<file path="src/rtl/clock_pkg.sv">
// Shared types for the HH:MM:SS clock front end: set-mode encoding
// and the HEX digit indices used by the per-digit blank mask.
package clock_pkg;

  typedef enum logic [1:0] {
    RUN      = 2'b00,
    SET_HOUR = 2'b01,
    SET_MIN  = 2'b10
  } mode_e;

  localparam int SEC_LO  = 0;
  localparam int SEC_HI  = 1;
  localparam int MIN_LO  = 2;
  localparam int MIN_HI  = 3;
  localparam int HOUR_LO = 4;
  localparam int HOUR_HI = 5;

endpackage

</file>
<file path="src/rtl/key_debounce.sv">
// Key front end: 2-flop synchroniser, debounce and short/long press
// classification. Ports: iClk, iRst (async low), iKey (raw, active-low)
//   -> oShort, oLong (one-cycle events, at most one per press).
module key_debounce #(
  parameter int DEB_CYCLES  = 1_000_000,
  parameter int LONG_CYCLES = 50_000_000
) (
  input  logic iClk,
  input  logic iRst,
  input  logic iKey,
  output logic oShort,
  output logic oLong
);

  localparam int DW = (DEB_CYCLES > 1) ? $clog2(DEB_CYCLES) : 1;
  localparam int HW = (LONG_CYCLES > 1) ? $clog2(LONG_CYCLES) : 1;
  localparam logic [DW-1:0] DEB_MAX  = DW'(DEB_CYCLES - 1);
  localparam logic [HW-1:0] HOLD_MAX = HW'(LONG_CYCLES - 1);
  localparam logic [HW-1:0] HOLD_PRE = HW'(LONG_CYCLES - 2);

  logic          r_sync1;
  logic          r_sync2;
  logic          r_stable;
  logic          r_stable_d;
  logic [DW-1:0] r_deb_cnt;
  logic [HW-1:0] r_hold_cnt;
  logic          r_long;
  logic          r_long_seen;
  logic          w_press;
  logic          w_rel;

  assign w_press = r_stable_d & ~r_stable;
  assign w_rel   = ~r_stable_d & r_stable;

  always_ff @(posedge iClk or negedge iRst) begin
    if (!iRst) begin
      r_sync1     <= 1'b1;
      r_sync2     <= 1'b1;
      r_stable    <= 1'b1;
      r_stable_d  <= 1'b1;
      r_deb_cnt   <= '0;
      r_hold_cnt  <= '0;
      r_long      <= 1'b0;
      r_long_seen <= 1'b0;
    end else begin
      r_sync1    <= iKey;
      r_sync2    <= r_sync1;
      r_stable_d <= r_stable;
      // count only while the synced key disagrees; any bounce back restarts
      if (r_sync2 == r_stable) begin
        r_deb_cnt <= '0;
      end else if (r_deb_cnt == DEB_MAX) begin
        r_deb_cnt <= '0;
        r_stable  <= r_sync2;
      end else begin
        r_deb_cnt <= r_deb_cnt + 1'b1;
      end
      if (r_stable) begin
        r_hold_cnt <= '0;
      end else if (r_hold_cnt != HOLD_MAX) begin
        r_hold_cnt <= r_hold_cnt + 1'b1;
      end
      // high exactly in the cycle the hold count lands on its maximum
      r_long <= ~r_stable & (r_hold_cnt == HOLD_PRE);
      if (w_press) begin
        r_long_seen <= 1'b0;
      end else if (r_long) begin
        r_long_seen <= 1'b1;
      end
    end
  end

  assign oLong  = r_long;
  // r_long term covers a long event landing in the release cycle
  assign oShort = w_rel & ~r_long_seen & ~r_long;

endmodule

</file>
<file path="src/rtl/time_set_ctrl.sv">
// Set-mode control for the HH:MM:SS counter chain: run gate, hour/minute
// increment strobes, seconds clear and per-digit blank mask.
// Ports: iClk, iRst (async low), iKey -> oRun, oIncHour, oIncMin,
//   oSecClr, oMode[1:0], oBlank[5:0]. Define BLINK_EN for edit blink.
module time_set_ctrl
  import clock_pkg::*;
#(
  parameter int DEB_CYCLES   = 1_000_000,
  parameter int LONG_CYCLES  = 50_000_000,
  parameter int BLINK_CYCLES = 12_500_000
) (
  input  logic       iClk,
  input  logic       iRst,
  input  logic       iKey,
  output logic       oRun,
  output logic       oIncHour,
  output logic       oIncMin,
  output logic       oSecClr,
  output logic [1:0] oMode,
  output logic [5:0] oBlank
);

  logic       w_short;
  logic       w_long;
  logic [1:0] r_mode;
  logic [1:0] w_next;
  logic       r_run;
  logic       r_inc_h;
  logic       r_inc_m;
  logic       r_clr;
  logic       w_inc_h;
  logic       w_inc_m;
  logic       w_clr;

  key_debounce #(
    .DEB_CYCLES (DEB_CYCLES),
    .LONG_CYCLES(LONG_CYCLES)
  ) u_key (
    .iClk  (iClk),
    .iRst  (iRst),
    .iKey  (iKey),
    .oShort(w_short),
    .oLong (w_long)
  );

  always_comb begin
    w_next  = r_mode;
    w_inc_h = 1'b0;
    w_inc_m = 1'b0;
    w_clr   = 1'b0;
    case (r_mode)
      RUN: begin
        if (w_long) w_next = SET_HOUR;
      end
      SET_HOUR: begin
        if (w_long)       w_next  = SET_MIN;
        else if (w_short) w_inc_h = 1'b1;
      end
      SET_MIN: begin
        if (w_long) begin
          w_next = RUN;
          w_clr  = 1'b1;
        end else if (w_short) begin
          w_inc_m = 1'b1;
        end
      end
      default: w_next = RUN;
    endcase
  end

  always_ff @(posedge iClk or negedge iRst) begin
    if (!iRst) begin
      r_mode  <= RUN;
      r_run   <= 1'b1;
      r_inc_h <= 1'b0;
      r_inc_m <= 1'b0;
      r_clr   <= 1'b0;
    end else begin
      r_mode  <= w_next;
      r_run   <= (w_next == RUN);
      r_inc_h <= w_inc_h;
      r_inc_m <= w_inc_m;
      r_clr   <= w_clr;
    end
  end

  assign oMode    = r_mode;
  assign oRun     = r_run;
  assign oIncHour = r_inc_h;
  assign oIncMin  = r_inc_m;
  assign oSecClr  = r_clr;

`ifdef BLINK_EN
  localparam int BW = (BLINK_CYCLES > 1) ? $clog2(BLINK_CYCLES) : 1;
  localparam logic [BW-1:0] BLINK_MAX = BW'(BLINK_CYCLES - 1);

  logic [BW-1:0] r_bcnt;
  logic          r_phase;
  logic          w_restart;

  // restart visible on the same edge the new mode/strobe is registered
  assign w_restart = (w_next != r_mode) | w_inc_h | w_inc_m;

  always_ff @(posedge iClk or negedge iRst) begin
    if (!iRst) begin
      r_bcnt  <= '0;
      r_phase <= 1'b0;
    end else if (w_restart) begin
      r_bcnt  <= '0;
      r_phase <= 1'b0;
    end else if (r_bcnt == BLINK_MAX) begin
      r_bcnt  <= '0;
      r_phase <= ~r_phase;
    end else begin
      r_bcnt <= r_bcnt + 1'b1;
    end
  end

  always_comb begin
    oBlank = '0;
    if (r_mode == SET_HOUR) begin
      oBlank[HOUR_LO] = r_phase;
      oBlank[HOUR_HI] = r_phase;
    end else if (r_mode == SET_MIN) begin
      oBlank[MIN_LO] = r_phase;
      oBlank[MIN_HI] = r_phase;
    end
  end
`else
  assign oBlank = '0;
`endif

endmodule

</file>
<file path="config.mk">
export PLATFORM = sky130hd
export DESIGN_NAME = time_set_ctrl
export DESIGN_NICKNAME = d
export VERILOG_FILES = /design/src/rtl/clock_pkg.sv /design/src/rtl/key_debounce.sv /design/src/rtl/time_set_ctrl.sv
export SDC_FILE = /design/constraint.sdc
export NUM_CORES = 1
export LEC_CHECK = 0
export ABC_AREA = 1
export CAP_MARGIN = 20
export CORE_MARGIN = 3
export CORE_UTILIZATION = 40
export DETAILED_ROUTE_END_ITERATION = 12
export PLACE_DENSITY = 0.69
export SLEW_MARGIN = 30
export SYNTH_ARGS = -nofsm -noshare
export SYNTH_HDL_FRONTEND = slang
export SYNTH_HIERARCHICAL = 1
export SYNTH_SLANG_ARGS = --single-unit
</file>
<file path="constraint.sdc">
create_clock -name iClk -period 2.7 [get_ports iClk]
set_input_delay 0.54 -clock iClk [delete_from_list [all_inputs] [get_ports iClk]]
set_output_delay 0.54 -clock iClk [all_outputs]
set_load 0.02 [all_outputs]
</file>
* Yosys cells after proc, flatten, opt, wreduce, memory -nomap -nowiden
Cells that the tools add are included. W data, S select, Z words.
Operators by class: bitwise gates (word level) 10, equal/unequal tests 6, reductions and logical operators 5, add/subtract/negate cells 2, muxes and demuxes 16
Operator list (number):
- $mux W26 | 2
- $mux W20 | 2
- $add A26 B1 Y26 const B | 1
- $eq A26 B26 Y1 const B | 1
- $ne A26 B26 Y1 const B | 1
- $add A20 B1 Y20 const B | 1
- $eq A20 B20 Y1 const B | 1
- $mux W1 | 8
- $mux W2 | 3
- $pmux W2 S3 | 1
- $and A1 B1 Y1 | 5
- $not A1 Y1 | 5
- $logic_not A2 Y1 | 2
- $reduce_bool A2 Y1 | 2
- $eq A2 B1 Y1 const B | 1
- $eq A2 B2 Y1 const B | 1
- $reduce_and A2 Y1 | 1
- $eq A1 B1 Y1 | 1
Word-level totals: output and inout bits 12, input port bits 3, flip-flop bits (word level) 58

* Logic depth before layout (Yosys ltp)
Gate-level depths: netlist of run 1.
word-level depth 7, gate-level depth with buffers 9, gate-level depth less buffers 9

* By module
The synthesis of run 1 kept the hierarchy.
By module, submodules not included:
- key_debounce | area each 3066.7 sq um, cells an instance 415, times used 1, sequential area each 1306.3 sq um
- time_set_ctrl | area each 271.5 sq um, cells an instance 29, times used 1, sequential area each 151.4 sq um

* Worst setup path before layout of run 1
No wires, ideal clock.
path type register to register, start reg u_key.r_hold_cnt[0], end reg u_key.r_hold_cnt[7], path buffers 0, path slack 1.249 ns, required time 2.587 ns, stages on the path, launching flop included 9, library setup time 0.113 ns, arrival time 1.338 ns, path through dfrtp_1 ha_1 inv_2 nor2_8 nand4_1 nor2_1 nand3_2 nand2_1 inv_1
On the way: word-level cells in the longest chain between the ends 3, elaborated cells between the ends (all ways) 5, classes of those cells 1 x add/sub; 1 x eq/ne; 2 x mux; 1 x reduce/logical
Ends and longest elaborated chain:
- start, declared | line key_debounce.sv:26 | logic [HW-1:0] r_hold_cnt;
- start signal, assigned | line key_debounce.sv:61 | r_hold_cnt <= r_hold_cnt + 1'b1;
- $add A26 B1 Y26 | line key_debounce.sv:61
- $mux W26 | line key_debounce.sv:60 | end else if (r_hold_cnt != HOLD_MAX) begin
- $mux W26 | line key_debounce.sv:58 | if (r_stable) begin
Several ways; a longest one is shown, not always the timed one. The select of a mux whose other input is x is not followed. A chain may end at the register's enable or synchronous reset.

* Worst setup path after layout of run 1
start reg r_run (netlist: oRun), end out oRun
RTL lines:
- start, declared | line time_set_ctrl.sv:27 | logic r_run;
- start signal, assigned | line time_set_ctrl.sv:80 | r_run <= (w_next == RUN);
- end, declared | line time_set_ctrl.sv:15 | output logic oRun,
No word-level cell between the ends.

==> impl_metrics.ini, run 1 <==
[timing]
skew_ns = 0.0140
period_minus_slack_ns = 1.98
finalSetupViolations = 0
fmax_mhz = 505
max_slew.worst_pin.slew_ns = 0.593
rsz0062_at_grt = false
slew_viol_final = 0
maxSlewHeadroom_pct = 60.5
fin_setup_tns_ns = 0
finalCritPeriodShare_pct = 73.3
final-hold-violation-count = 0

[clock_tree]
htree_levels = 3
post_cts_resized = 0
cts_setup_buffers = 0
cts_inserted_buffers = 9
cts.sinks = 58
cts_buffer_depth = 2
ctsHoldBuffers = 0
ctsRootBufferMaster = clkbuf_8
clk_latency_ns = 0.34
cts_tree = built
clkTransAtPathRegs_ns = 0.07

[critical_path]
crit_path_max_fanout = 1
cpMaxStageDelayCell = clkdlybuf4s50_1
setup.worst_path.start_class = register
cp.arrival_ns = 1.44
cp.required_ns = 2.16
criticalPathCategory = reg -> out
crit_buf_inv = 1
cpPeakStageDelay_ns = 0.59
path_cells = clkdlybuf4s50_1
crit_family = buffers and inverters
end_kind = output pin
critical_path_depth = 1
rr_worst_depth = 4

[drt]
num_vias = 2701
routed_wl_um = 6620
drt.antenna.violating_nets = 0
wl_per_cell_um = 11.7
drc = 0
drt_pass1_iterations = 5
via_per_inst = 4.76
drt_iter0_markers = 207

[power]
switchingPower_mw = 0.367
power_frac_comb_pct = 2.7
peakVddDrop_mv = 0.250
p_seq_share_pct = 50.1
p_int_mw = 1.39
p_leak_nw = 1.60
power_density_nw_per_um2 = 471
p_sw_share_pct = 20.9
power_frac_clock_pct = 47.2

[global_route]
grt_max_degree = 34
first_global_vias = 2529
grt_antenna_before_repair = 0
track_usage_pct = 15.0
overflow = 0
grt_pass1_wl_um = 11600

[placement]
io_buffers = 8
gp_congestion = 0.888
hpwlAfterDp_um = 4940
dpl_cell_area_um2 = 3520

[synthesis]
postSynthCellCount = 444
synth_seq_cells = 58
yosysSeqAreaShare_pct = 43.7
syn_area_um2 = 3340
yosys_warnings = 6
syn_avg_cell_area_um2 = 7.52
synth_cell_types = 30

[job]
maxCapViolations = 0

[layout]
nNetsFinal = 466
drive_above_1_share_pct = 16.8
final_cell_mix = 109 x nand2_1, 90 x nor2_1, 53 x dfrtp_1
area_delta_synth_final_pct = 11.7
fin_area_um2 = 3730
fillers = 785
layout_commonest_cell = nand2_1
num_antenna_cells = 0

[die]
initial_core_util_pct = 42.1
core-area_um2 = 7930
die-width_um = 97.4
io_pins = 15
fp-row-count = 32
die-area_um2 = 9480
die_y_um = 97.4

[hold_path]
hp-class = in -> async

[status]
status = finished clean
[area by class of cell]
| cell class | count | area [µm²] | share of cell area [%] |
|---|---|---|---|
| multi-input cells | 339 | 1680 | 45.1 |
| clock inverters | 2 | 35.0 | 0.939 |
| clock buffers | 14 | 173 | 4.63 |
| well taps | 102 | 128 | 3.42 |
| inverters | 43 | 161 | 4.33 |
| flip-flops and latches | 58 | 1460 | 39.1 |
| repair buffers | 9 | 95.1 | 2.55 |
[state kept, by name, indices dropped and copies added, names as in the netlist]
signal             flops
u_key/r_deb_cnt       20
oRun                   1
u_key/r_sync2          1
oSecClr                1
oIncHour               1
u_key/r_hold_cnt      26
u_key/r_stable_d       1
oMode                  2
oIncMin                1
u_key/r_sync1          1
u_key/oLong            1
u_key/r_long_seen      1
u_key/r_stable         1
[logic make-up (layout without fill, tap and decap cells)]
logic type | after synthesis | after routing | share of synthesized area (%)
AND/OR/NAND/NOR | 301 | 301 | 42.1
flip-flops | 58 | 58 | 43.7
buffers and inverters | 52 | 68 | 6.56
XOR/XNOR | 17 | 17 | 4.69
AO/OA/AOI/OAI | 12 | 12 | 1.80
adder cells (fa/ha/maj) | 3 | 3 | 1.12
other | 1 | 6 | 0.112
[per-layer routing]
layer / track usage (%) / vias to the layer above / part of all wire, % / routed length (µm)
li1: - / 1395 / - / -
met1: 21.0 / 1227 / 51 / 3370
met3: 3.02 / 13 / 3.8 / 252
met4: 5.96 / 0 / 1.8 / 119
met2: 23.0 / 66 / 43 / 2880
met5: 0 / - / 0 / 0
[worst paths after layout]
| path | startpoint | to | slack (ns) |
|---|---|---|---|
| setup / recovery | oRun$_DFF_PN1_ | oRun | 0.72 |
| hold / removal | iRst | u_key/oLong$_DFF_PN0_ | 0.21 |
| setup reg to reg | u_key/r_stable$_DFFE_PN1P_ | oIncHour$_DFF_PN0_ | 0.94 |
| hold reg to reg | u_key/r_sync1$_DFF_PN1_ | u_key/r_sync2$_DFF_PN1_ | 0.36 |
| max in group asynchronous | iRst | u_key/r_stable$_DFFE_PN1P_ | 1.85 |
| min in group iClk | u_key/r_sync1$_DFF_PN1_ | u_key/r_sync2$_DFF_PN1_ | 0.36 |
[power by group through the flow]
stage | combinational [mW] | sequential, mW | clock [mW]
3_5_place_dp | 0.0485 | 0.896 | 0
3_3_place_gp | 0.0479 | 0.896 | 0
6_report | 0.0467 | 0.880 | 0.829
5_1_grt | 0.0548 | 0.880 | 0.895
2_1_floorplan | 0.0294 | 0.895 | 0
4_1_cts | 0.0485 | 0.880 | 0.845
[stage by stage]
stage / hold slack, ns / setup WS, ns / std cells / power (mW) / util, %
after floorplan: 0.244 / 1.25 / 449 / 0.925 / -
after global placement: 0.348 / 0.969 / 551 / 0.944 / 44.4
after detailed placement: 0.349 / 0.951 / 551 / 0.944 / 44.4
after CTS: 0.221 / 0.696 / 567 / 1.77 / 47.0
after global routing: 0.253 / 0.672 / 567 / 1.83 / 47.0
final: 0.208 / 0.720 / 567 / 1.76 / 47.0
[synth_stat cells, drive strengths merged]
cell type,count,share of area (%)
nor3,13,2.4
dfrtp,53,40
nand3,34,5.4
nor2,114,16
inv,43,4.8
and3b,1,0.26
a21oi,8,1.2
nand3b,1,0.22
buf,7,1.5
o21ai,4,0.60
xnor2,7,2.1
or2,4,0.75
nor4,1,0.19
xor2,10,2.6
nand4,7,1.3
clkbuf,2,0.22
dfstp,5,3.9
conb,1,0.11
nand2,126,16
ha,3,1.1
Power figures use the tool's default switching activity.
==> inputs of run 2 (changes only) <==
Settings changed: PLACE_DENSITY 0.69 to 0.71.
Clock period 2.7 ns to 1.6 ns, I/O delays scaled along.
==> run 2 against run 1 <==
Net effect: power is 63% higher; critical path depth unchanged; combinational power grew 74%; clock power grew 57%; routed wire length grew 5.4%; non-clock buffer count up 8; clock-buffer cell count shrank 3; sequential power rose by 68%; flip-flop and latch count did not move; via count grew 3.7%; global-route usage grew 0.47 points; first-iteration DRC count shrank 12%; critical endpoint unchanged; largest cell class unchanged; largest power group unchanged.
==> impl_metrics.ini, run 2 (synthesized netlist as in run 1, its figures left out) <==
[status]
status = finished clean

[clock_tree]
cts.sinks = 58
cts_setup_buffers = 0
cts_inserted_buffers = 9
clk_latency_ns = 0.34
clkTransAtPathRegs_ns = 0.07
cts_buffer_depth = 2
cts_tree = built
ctsRootBufferMaster = clkbuf_8
htree_levels = 3

[timing]
fin_hold_ws_ns = 0.358
rsz0062_at_grt = false
slew_viol_final = 0
finalCritPeriodShare_pct = 92.8
fmax_mhz = 674
finalSetupViolations = 0
fin_setup_tns_ns = 0
final-hold-violation-count = 0
skew_ns = 0.00876
layout_setup_ws_ns = 0.116
period_minus_slack_ns = 1.48

[power]
power_density_nw_per_um2 = 759
power_frac_clock_pct = 45.4
p_seq_share_pct = 51.8
power_frac_comb_pct = 2.8
peakVddDrop_mv = 0.401
switchingPower_mw = 0.657
p_leak_nw = 1.68
power.total_mw = 2.87
p_sw_share_pct = 22.9
p_int_mw = 2.21

[critical_path]
cp.required_ns = 1.28
cpMaxStageDelayCell = dfstp_2
criticalPathCategory = reg -> out
cp.arrival_ns = 1.16
setup.worst_path.start_class = register
crit_path_max_fanout = 1
path_cells = dlygate4sd2_1
crit_buf_inv = 1
cpPeakStageDelay_ns = 0.51
crit_family = flip-flops
end_kind = output pin

[drt]
routed_wl_um = 6970
via_per_inst = 4.87
drt_pass1_iterations = 5
drt_iter0_markers = 182
drc = 0
num_vias = 2802
drt.antenna.violating_nets = 0
wl_per_cell_um = 12.1

[layout]
largest_register_ffs = 26
layout_commonest_cell = nand2_1
num_antenna_cells = 0
nNetsFinal = 474
drive_above_1_share_pct = 18.4
final_cell_mix = 109 x nand2_1, 90 x nor2_1, 53 x dfrtp_1
fin_area_um2 = 3780
largest-register = u_key/r_hold_cnt
area_delta_synth_final_pct = 13.2

[placement]
gp_congestion = 0.917
dpl_cell_area_um2 = 3570
hpwlAfterDp_um = 5300
io_buffers = 8
dp_slack_ns = 0.119

[die]
core-area_um2 = 7930
fp-row-count = 32
io_pins = 15
die-width_um = 97.4
die-area_um2 = 9480
initial_core_util_pct = 42.1
die_y_um = 97.4

[global_route]
grt_pass1_wl_um = 11900
first_global_vias = 2596
grt_max_degree = 59
grt_antenna_before_repair = 0
overflow = 0
track_usage_pct = 15.5

[hold_path]
hp-class = reg -> reg

[job]
maxCapViolations = 0
==> run 2: through the flow <==
stage	utilization (%)	std cells
3_3_place_gp	45.1	558
2_1_floorplan	-	449
6_report	47.7	575
4_1_cts	47.5	575
5_1_grt	47.7	575
3_5_place_dp	45.1	558
==> run 2: final timing paths <==
check	from	end	slack, ns	cells after the start
min reg2reg	u_key/r_sync1$_DFF_PN1_	u_key/r_sync2$_DFF_PN1_	0.36	0
max reg2reg	u_key/r_deb_cnt[1]$_DFF_PN0_	u_key/r_deb_cnt[16]$_DFF_PN0_	0.16	8
min in group asynchronous	iRst	u_key/oLong$_DFF_PN0_	0.50	3
min	u_key/r_sync1$_DFF_PN1_	u_key/r_sync2$_DFF_PN1_	0.36	0
max	oRun$_DFF_PN1_	oRun	0.12	1
max in group asynchronous	iRst	u_key/r_sync1$_DFF_PN1_	0.78	3
==> run 2: layout make-up <==
type | count | area (µm²)
clock inverter | 5 | 55.1
inverter | 43 | 161
fill | 769 | 4150
tap | 102 | 128
timing repair buffer | 17 | 158
multi-input combinational | 339 | 1690
sequential | 58 | 1460
clock buffer | 11 | 131
==> run 2: routing by layer <==
metal,GRT usage [%],part of all wire (%)
met1,22.0,48
met2,23.0,44
met3,4.38,6.9
met4,4.79,1.3
met5,0,0
==> run 2: what timing repair did <==
item | in CTS | in global routing
hold endpoints to repair | 53 | 0
hold buffers | 1 | 0
resized for setup | 4 | 4
setup endpoints to repair | 4 | 4
==> run 2: power groups by stage <==
stage                     Sequential, mW  Combinational (mW)  Clock [mW]
after detailed placement            1.51              0.0827           0
final                               1.48              0.0812        1.30
after CTS                           1.48              0.0847        1.33
after global routing                1.48              0.0953        1.41
after global placement              1.51              0.0811           0
after floorplan                     1.51              0.0496           0
